File: src/rtl/io_ctrl.sv
// io_ctrl: memory-mapped timers, LED register and interrupt controller.
// Byte-enabled writes, combinational reads, registered level interrupt.
module io_ctrl #(
  parameter int DATA_W = 32,
  parameter int BE_W   = 4,
  parameter int N_TMR  = 2,
  parameter int LED_W  = 8
) (
  input  logic              clk,
  input  logic              rst,
  input  logic [DATA_W-1:0] addr,
  input  logic              wr,
  input  logic [BE_W-1:0]   BE,
  input  logic [DATA_W-1:0] din,
  output logic [DATA_W-1:0] dout,
  output logic [LED_W-1:0]  LED_dis,
  output logic              hw_int
);

  localparam logic [3:0] SEL_LED = 4'hE;
  localparam logic [3:0] SEL_IC  = 4'hF;

  logic [3:0]        sel;
  logic [1:0]        off;
  logic [DATA_W-1:0] wmask;
  logic              unused_bits;

  logic              is_tmr;
  logic              is_led;
  logic              is_ic;

  logic [N_TMR-1:0]  tmr_hit;
  logic [N_TMR-1:0]  ctrl_we;
  logic [N_TMR-1:0]  preset_we;
  logic [N_TMR-1:0]  expire;

  logic [N_TMR-1:0]  en_q;
  logic [N_TMR-1:0]  en_d;
  logic [N_TMR-1:0]  rld_q;
  logic [N_TMR-1:0]  rld_d;
  logic [DATA_W-1:0] preset_q [N_TMR];
  logic [DATA_W-1:0] preset_d [N_TMR];
  logic [DATA_W-1:0] count_q  [N_TMR];
  logic [DATA_W-1:0] count_d  [N_TMR];

  logic [LED_W-1:0]  led_q;
  logic [LED_W-1:0]  led_d;
  logic [N_TMR-1:0]  pend_q;
  logic [N_TMR-1:0]  pend_d;
  logic [N_TMR-1:0]  pend_clr;
  logic [N_TMR-1:0]  mask_q;
  logic [N_TMR-1:0]  mask_d;
  logic              hw_int_d;

  assign sel = addr[7:4];
  assign off = addr[3:2];
  assign unused_bits = ^{addr[DATA_W-1:8], addr[1:0]};

  assign is_tmr = (sel < 4'(N_TMR));
  assign is_led = (sel == SEL_LED);
  assign is_ic  = (sel == SEL_IC);

  function automatic logic [DATA_W-1:0] merge(
    input logic [DATA_W-1:0] old_v,
    input logic [DATA_W-1:0] new_v,
    input logic [DATA_W-1:0] m
  );
    return (old_v & ~m) | (new_v & m);
  endfunction

  // Expand byte enables into a bit mask
  always_comb begin
    wmask = '0;
    for (int k = 0; k < BE_W; k++) begin
      wmask[8*k +: 8] = {8{BE[k]}};
    end
  end

  // Per-timer write strobes and expiry detection
  always_comb begin
    tmr_hit   = '0;
    ctrl_we   = '0;
    preset_we = '0;
    expire    = '0;
    for (int i = 0; i < N_TMR; i++) begin
      tmr_hit[i]   = (sel == 4'(i));
      ctrl_we[i]   = wr && tmr_hit[i] && (off == 2'd0);
      preset_we[i] = wr && tmr_hit[i] && (off == 2'd1);
      expire[i]    = en_q[i] && (count_q[i] == DATA_W'(1));
    end
  end

  // Timer next state: count down, expire, then apply register writes
  always_comb begin
    en_d  = en_q;
    rld_d = rld_q;
    for (int i = 0; i < N_TMR; i++) begin
      preset_d[i] = preset_q[i];
      count_d[i]  = count_q[i];
      if (en_q[i] && (count_q[i] != '0)) begin
        if (expire[i]) begin
          if (rld_q[i]) begin
            count_d[i] = preset_q[i];
          end else begin
            count_d[i] = '0;
            en_d[i]    = 1'b0;
          end
        end else begin
          count_d[i] = count_q[i] - DATA_W'(1);
        end
      end
      if (ctrl_we[i] && BE[0]) begin
        en_d[i]  = din[0];
        rld_d[i] = din[1];
      end
      if (preset_we[i]) begin
        preset_d[i] = merge(preset_q[i], din, wmask);
        count_d[i]  = preset_d[i];
      end
    end
  end

  // LED, pending, mask and interrupt next state
  always_comb begin
    led_d    = led_q;
    mask_d   = mask_q;
    pend_clr = '0;
    if (wr && is_led && (off == 2'd0)) begin
      led_d = (led_q & ~wmask[LED_W-1:0])
            | (din[LED_W-1:0] & wmask[LED_W-1:0]);
    end
    if (wr && is_ic && (off == 2'd0)) begin
      pend_clr = din[N_TMR-1:0] & wmask[N_TMR-1:0];
    end
    if (wr && is_ic && (off == 2'd1)) begin
      mask_d = (mask_q & ~wmask[N_TMR-1:0])
             | (din[N_TMR-1:0] & wmask[N_TMR-1:0]);
    end
    pend_d   = (pend_q & ~pend_clr) | expire;
    hw_int_d = |(pend_d & mask_d);
  end

  // Timer state registers
  always_ff @(posedge clk) begin
    if (rst) begin
      en_q  <= '0;
      rld_q <= '0;
      for (int i = 0; i < N_TMR; i++) begin
        preset_q[i] <= '0;
        count_q[i]  <= '0;
      end
    end else begin
      en_q  <= en_d;
      rld_q <= rld_d;
      for (int i = 0; i < N_TMR; i++) begin
        preset_q[i] <= preset_d[i];
        count_q[i]  <= count_d[i];
      end
    end
  end

  // LED, interrupt controller and hw_int registers
  always_ff @(posedge clk) begin
    if (rst) begin
      led_q  <= '0;
      pend_q <= '0;
      mask_q <= '0;
      hw_int <= 1'b0;
    end else begin
      led_q  <= led_d;
      pend_q <= pend_d;
      mask_q <= mask_d;
      hw_int <= hw_int_d;
    end
  end

  assign LED_dis = led_q;

  // Read mux; anything unmapped reads as all ones
  always_comb begin
    dout = '1;
    unique case (1'b1)
      is_tmr: begin
        for (int i = 0; i < N_TMR; i++) begin
          if (tmr_hit[i]) begin
            unique case (off)
              2'd0:    dout = DATA_W'({rld_q[i], en_q[i]});
              2'd1:    dout = preset_q[i];
              2'd2:    dout = count_q[i];
              default: dout = '1;
            endcase
          end
        end
      end
      is_led: begin
        if (off == 2'd0) dout = DATA_W'(led_q);
      end
      is_ic: begin
        unique case (off)
          2'd0:    dout = DATA_W'(pend_q);
          2'd1:    dout = DATA_W'(mask_q);
          default: dout = '1;
        endcase
      end
      default: dout = '1;
    endcase
  end

endmodule
File: config.mk
export PLATFORM = sky130hd
export DESIGN_NAME = io_ctrl
export DESIGN_NICKNAME = d
export VERILOG_FILES = /design/src/rtl/io_ctrl.sv
export SDC_FILE = /design/constraint.sdc
export NUM_CORES = 1
export LEC_CHECK = 0
export ABC_CLOCK_PERIOD_IN_PS = 3020
export BUFFER_PORTS_ARGS = -buffer_cell sky130_fd_sc_hd__buf_2
export CAP_MARGIN = 20
export CORE_ASPECT_RATIO = 1.4
export CORE_MARGIN = 5
export CORE_UTILIZATION = 43
export CTS_CLUSTER_DIAMETER = 60
export DETAILED_ROUTE_END_ITERATION = 12
export SYNTH_ARGS = -nofsm -noshare
export SYNTH_HDL_FRONTEND = slang
export SYNTH_SLANG_ARGS = --single-unit
File: constraint.sdc
create_clock -name clk -period 3.02 [get_ports clk]
set_clock_uncertainty 0.1 [all_clocks]
set_input_delay 0.302 -clock clk [delete_from_list [all_inputs] [get_ports clk]]
set_output_delay 0.302 -clock clk [all_outputs]
set_load 0.02 [all_outputs]
==> metrics.txt <==
Crit path required time 3.27 ns; Final Critical Period 2.891 ns; layout net count 1357; CP max stage cell o31ai_2; top cells by count, synth a21oi_1, nand2_1, dfxtp_1, nor2_1, clkbuf_1; placed instance count 1519; top area cells in the synthesized netlist dfxtp_1, a21oi_1, nand2_1; port bufs 85; layout cells sized above 1 17.99%; drt wl/cell about 22 um; TritonRoute pass-1 iters 7; GRT Resource Usage Total 27.17%; cts bufs inserted 17; Root Driver clkbuf_16; Post-Synthesis Cells 1213; hold_ws 0.05257 ns; Filler cells 2115; period utilization a little over nine tenths; # DRC 0; clock sink total 145; Worst Path Arrival 3.14 ns; Seq cells post-synth 145; Worst path max stage delay 0.60 ns; starting density of the core between 40% and 50%; vias 9947; GRT overflow 0; setup TNS 0 ns; Top FF cell, synth dfxtp_1; Post-synth EDFFs 0; critical path buffer and inverter count 0; H-tree depth 4; wire length on met2 approximately 16 mm; leak pwr 3.941 nW; Top Layer Used met4; status finished, final reports clean; Worst setup SP type flip-flop; Post-DP HPWL 23.78 mm; routed vias/inst about 6.4; synth warn 0; met3 wire len 2.388 mm; core footprint 0.02063 mm^2; Max Transition Viols Final 0; die height around 180 um; maximum VDD drop 0.0003954 V; gp weighted congestion 0.9194; IO Pins ~110; Min-Delay Path Class primary input to flip-flop; top cell type's share of synthesized area 32.15%; Seq/Total Area, Yosys 32.15%; post-synthesis net count 1288; worst-skew pair later-pin latency between 0.4 and 0.5 ns; die area between 0.02 and 0.025 mm^2; clock-pin transition on the worst setup and hold timing paths 0.07 ns; crit-path leading delay family compound AO/OA/AOI/OAI gates; Post-synth ARST share 0%; Detailed Route WL roughly 34 mm; row count 62; CTS tree built; Highest Clock Rate around 0.35 GHz; element type at the critical path end flip-flop; RSZ-0062 raised after global routing no; count of hold-fix buffers inserted at cts 0; MaxCap Viol Count 0; most frequent cell after synthesis a21oi_1; antenna-violating nets left 0; Yosys top cell by area dfxtp_1; met1 WL ~14 mm; Hold Fails Final Rpt 0; Netlist Area Pre-Place approximately 0.009 mm^2; chip width 132.5 um; Worst Tran Pin Value around 0.7 ns; Avg Inst Size Synth about 7.4 um^2; number of diodes 0; Distinct cells, synth 77; critical-path cell list or3_1 > or4_1 > o211a_1 > o31ai_2 > a221oi_1 > a211oi_1; vias in the first global route 9272; critical path class flip-flop to flip-flop; maximum root-to-sink buffer count 2; fin cells about 1600; largest net degree at the start of global routing just over 70; initial antenna violation count 0; first-pass GRT wire length 52.43 mm; Max-slew headroom 54.18%; cell area power density 458.5 mW/mm^2; Setup violations, final 0; crit path max fanout 8; Starting DRT DRC Count ~1300; area grow syn2layout 16.70%
## power breakdown
part           leakage [nW]  total (mW)  switching, mW  internal (mW)
combinational          2.48       0.594          0.403          0.190
sequential             1.17        1.92        0.00644           1.92
clock                 0.295        2.31          0.907           1.40
## path summary, 6_finish.rpt
kind | from | cells after the start | slack [ns] | endpoint
setup / recovery | count_q[0][26]$_SDFFE_PP0P_ | 6 | 0.13 | count_q[0][27]$_SDFFE_PP0P_
hold / removal | din[30] | 3 | 0.05 | preset_q[0][30]$_SDFFE_PP0P_
setup reg to reg | count_q[0][26]$_SDFFE_PP0P_ | 6 | 0.13 | count_q[0][27]$_SDFFE_PP0P_
hold reg to reg | flip-flop | 2 | 0.37 | flip-flop
## worst reg2reg max path, stage by stage, from the launching register on
cell	delay (ns)
dfxtp_1	0.36
or3_1	0.44
or4_1	0.52
o211a_1	0.30
o31ai_2	0.61
a221oi_1	0.20
a211oi_1	0.27
## cells by family after synthesis
group	synth area share, %
XOR/XNOR	2.037
flip-flops	32.15
multiplexers	1.026
AO/OA/AOI/OAI	33.92
buffers and inverters	5.931
adder cells (fa/ha/maj)	0.5543
AND/OR/NAND/NOR	24.38
## routing by layer
metal	GRT usage, %	vias to the layer above
met5	0	-
met4	9.276	0
met2	45.14	448
met3	4.291	66
li1	-	4664
met1	35.93	4769
## registers in the layout, indices dropped and copies added, names as in the netlist, named ones only
register  flops
count_q      64
rld_q         2
en_q          2
hw_int        1
preset_q     64
pend_q        2
mask_q        2
## cell type report
type | count | area (um^2) | area share [%]
tap | 256 | 320.3 | 3.040
sequential | 145 | 2903 | 27.55
multi-input combinational | 942 | 5628 | 53.41
inverter | 28 | 105.1 | 0.9975
clock inverter | 13 | 186.4 | 1.769
clock buffer | 19 | 442.9 | 4.204
timing repair buffer | 148 | 950.9 | 9.025
## cell usage in the layout (no fill, tap or decap), types with 14 or more instances in the layout
cell / instances
a211oi_1: 27
a21oi_1: 179
a221oi_1: 22
a222oi_1: 22
a22oi_1: 15
and3_1: 14
buf_2: 84
buf_4: 60
clkbuf_16: 17
dfxtp_1: 145
inv_1: 28
nand2_1: 176
nand3_1: 35
nor2_1: 100
nor3_1: 37
nor4_1: 19
o21ai_0: 82
o32ai_2: 15
or3_1: 15
xor2_1: 15
## through the flow
stage	worst slack, ns	total power [mW]	utilization (%)	cell area [um^2]
after global routing	0.01360	4.966	51.06	10540
final	0.1288	4.831	51.06	10540
after CTS	0.07655	4.829	50.94	10510
after floorplan	0.2099	2.322	-	9029
after global placement	0.1099	2.546	47.87	9877
after detailed placement	0.01383	2.548	47.87	9877
## what timing repair did
| item | in CTS | in global routing |
|---|---|---|
| setup buffers | 0 | 0 |
| pin swaps | 0 | 0 |
| gates cloned | 0 | 0 |
| gates resized for setup | 1 | 5 |
| setup endpoints to repair | 2 | 55 |
No activity file was read; power rests on OpenSTA's default activity.
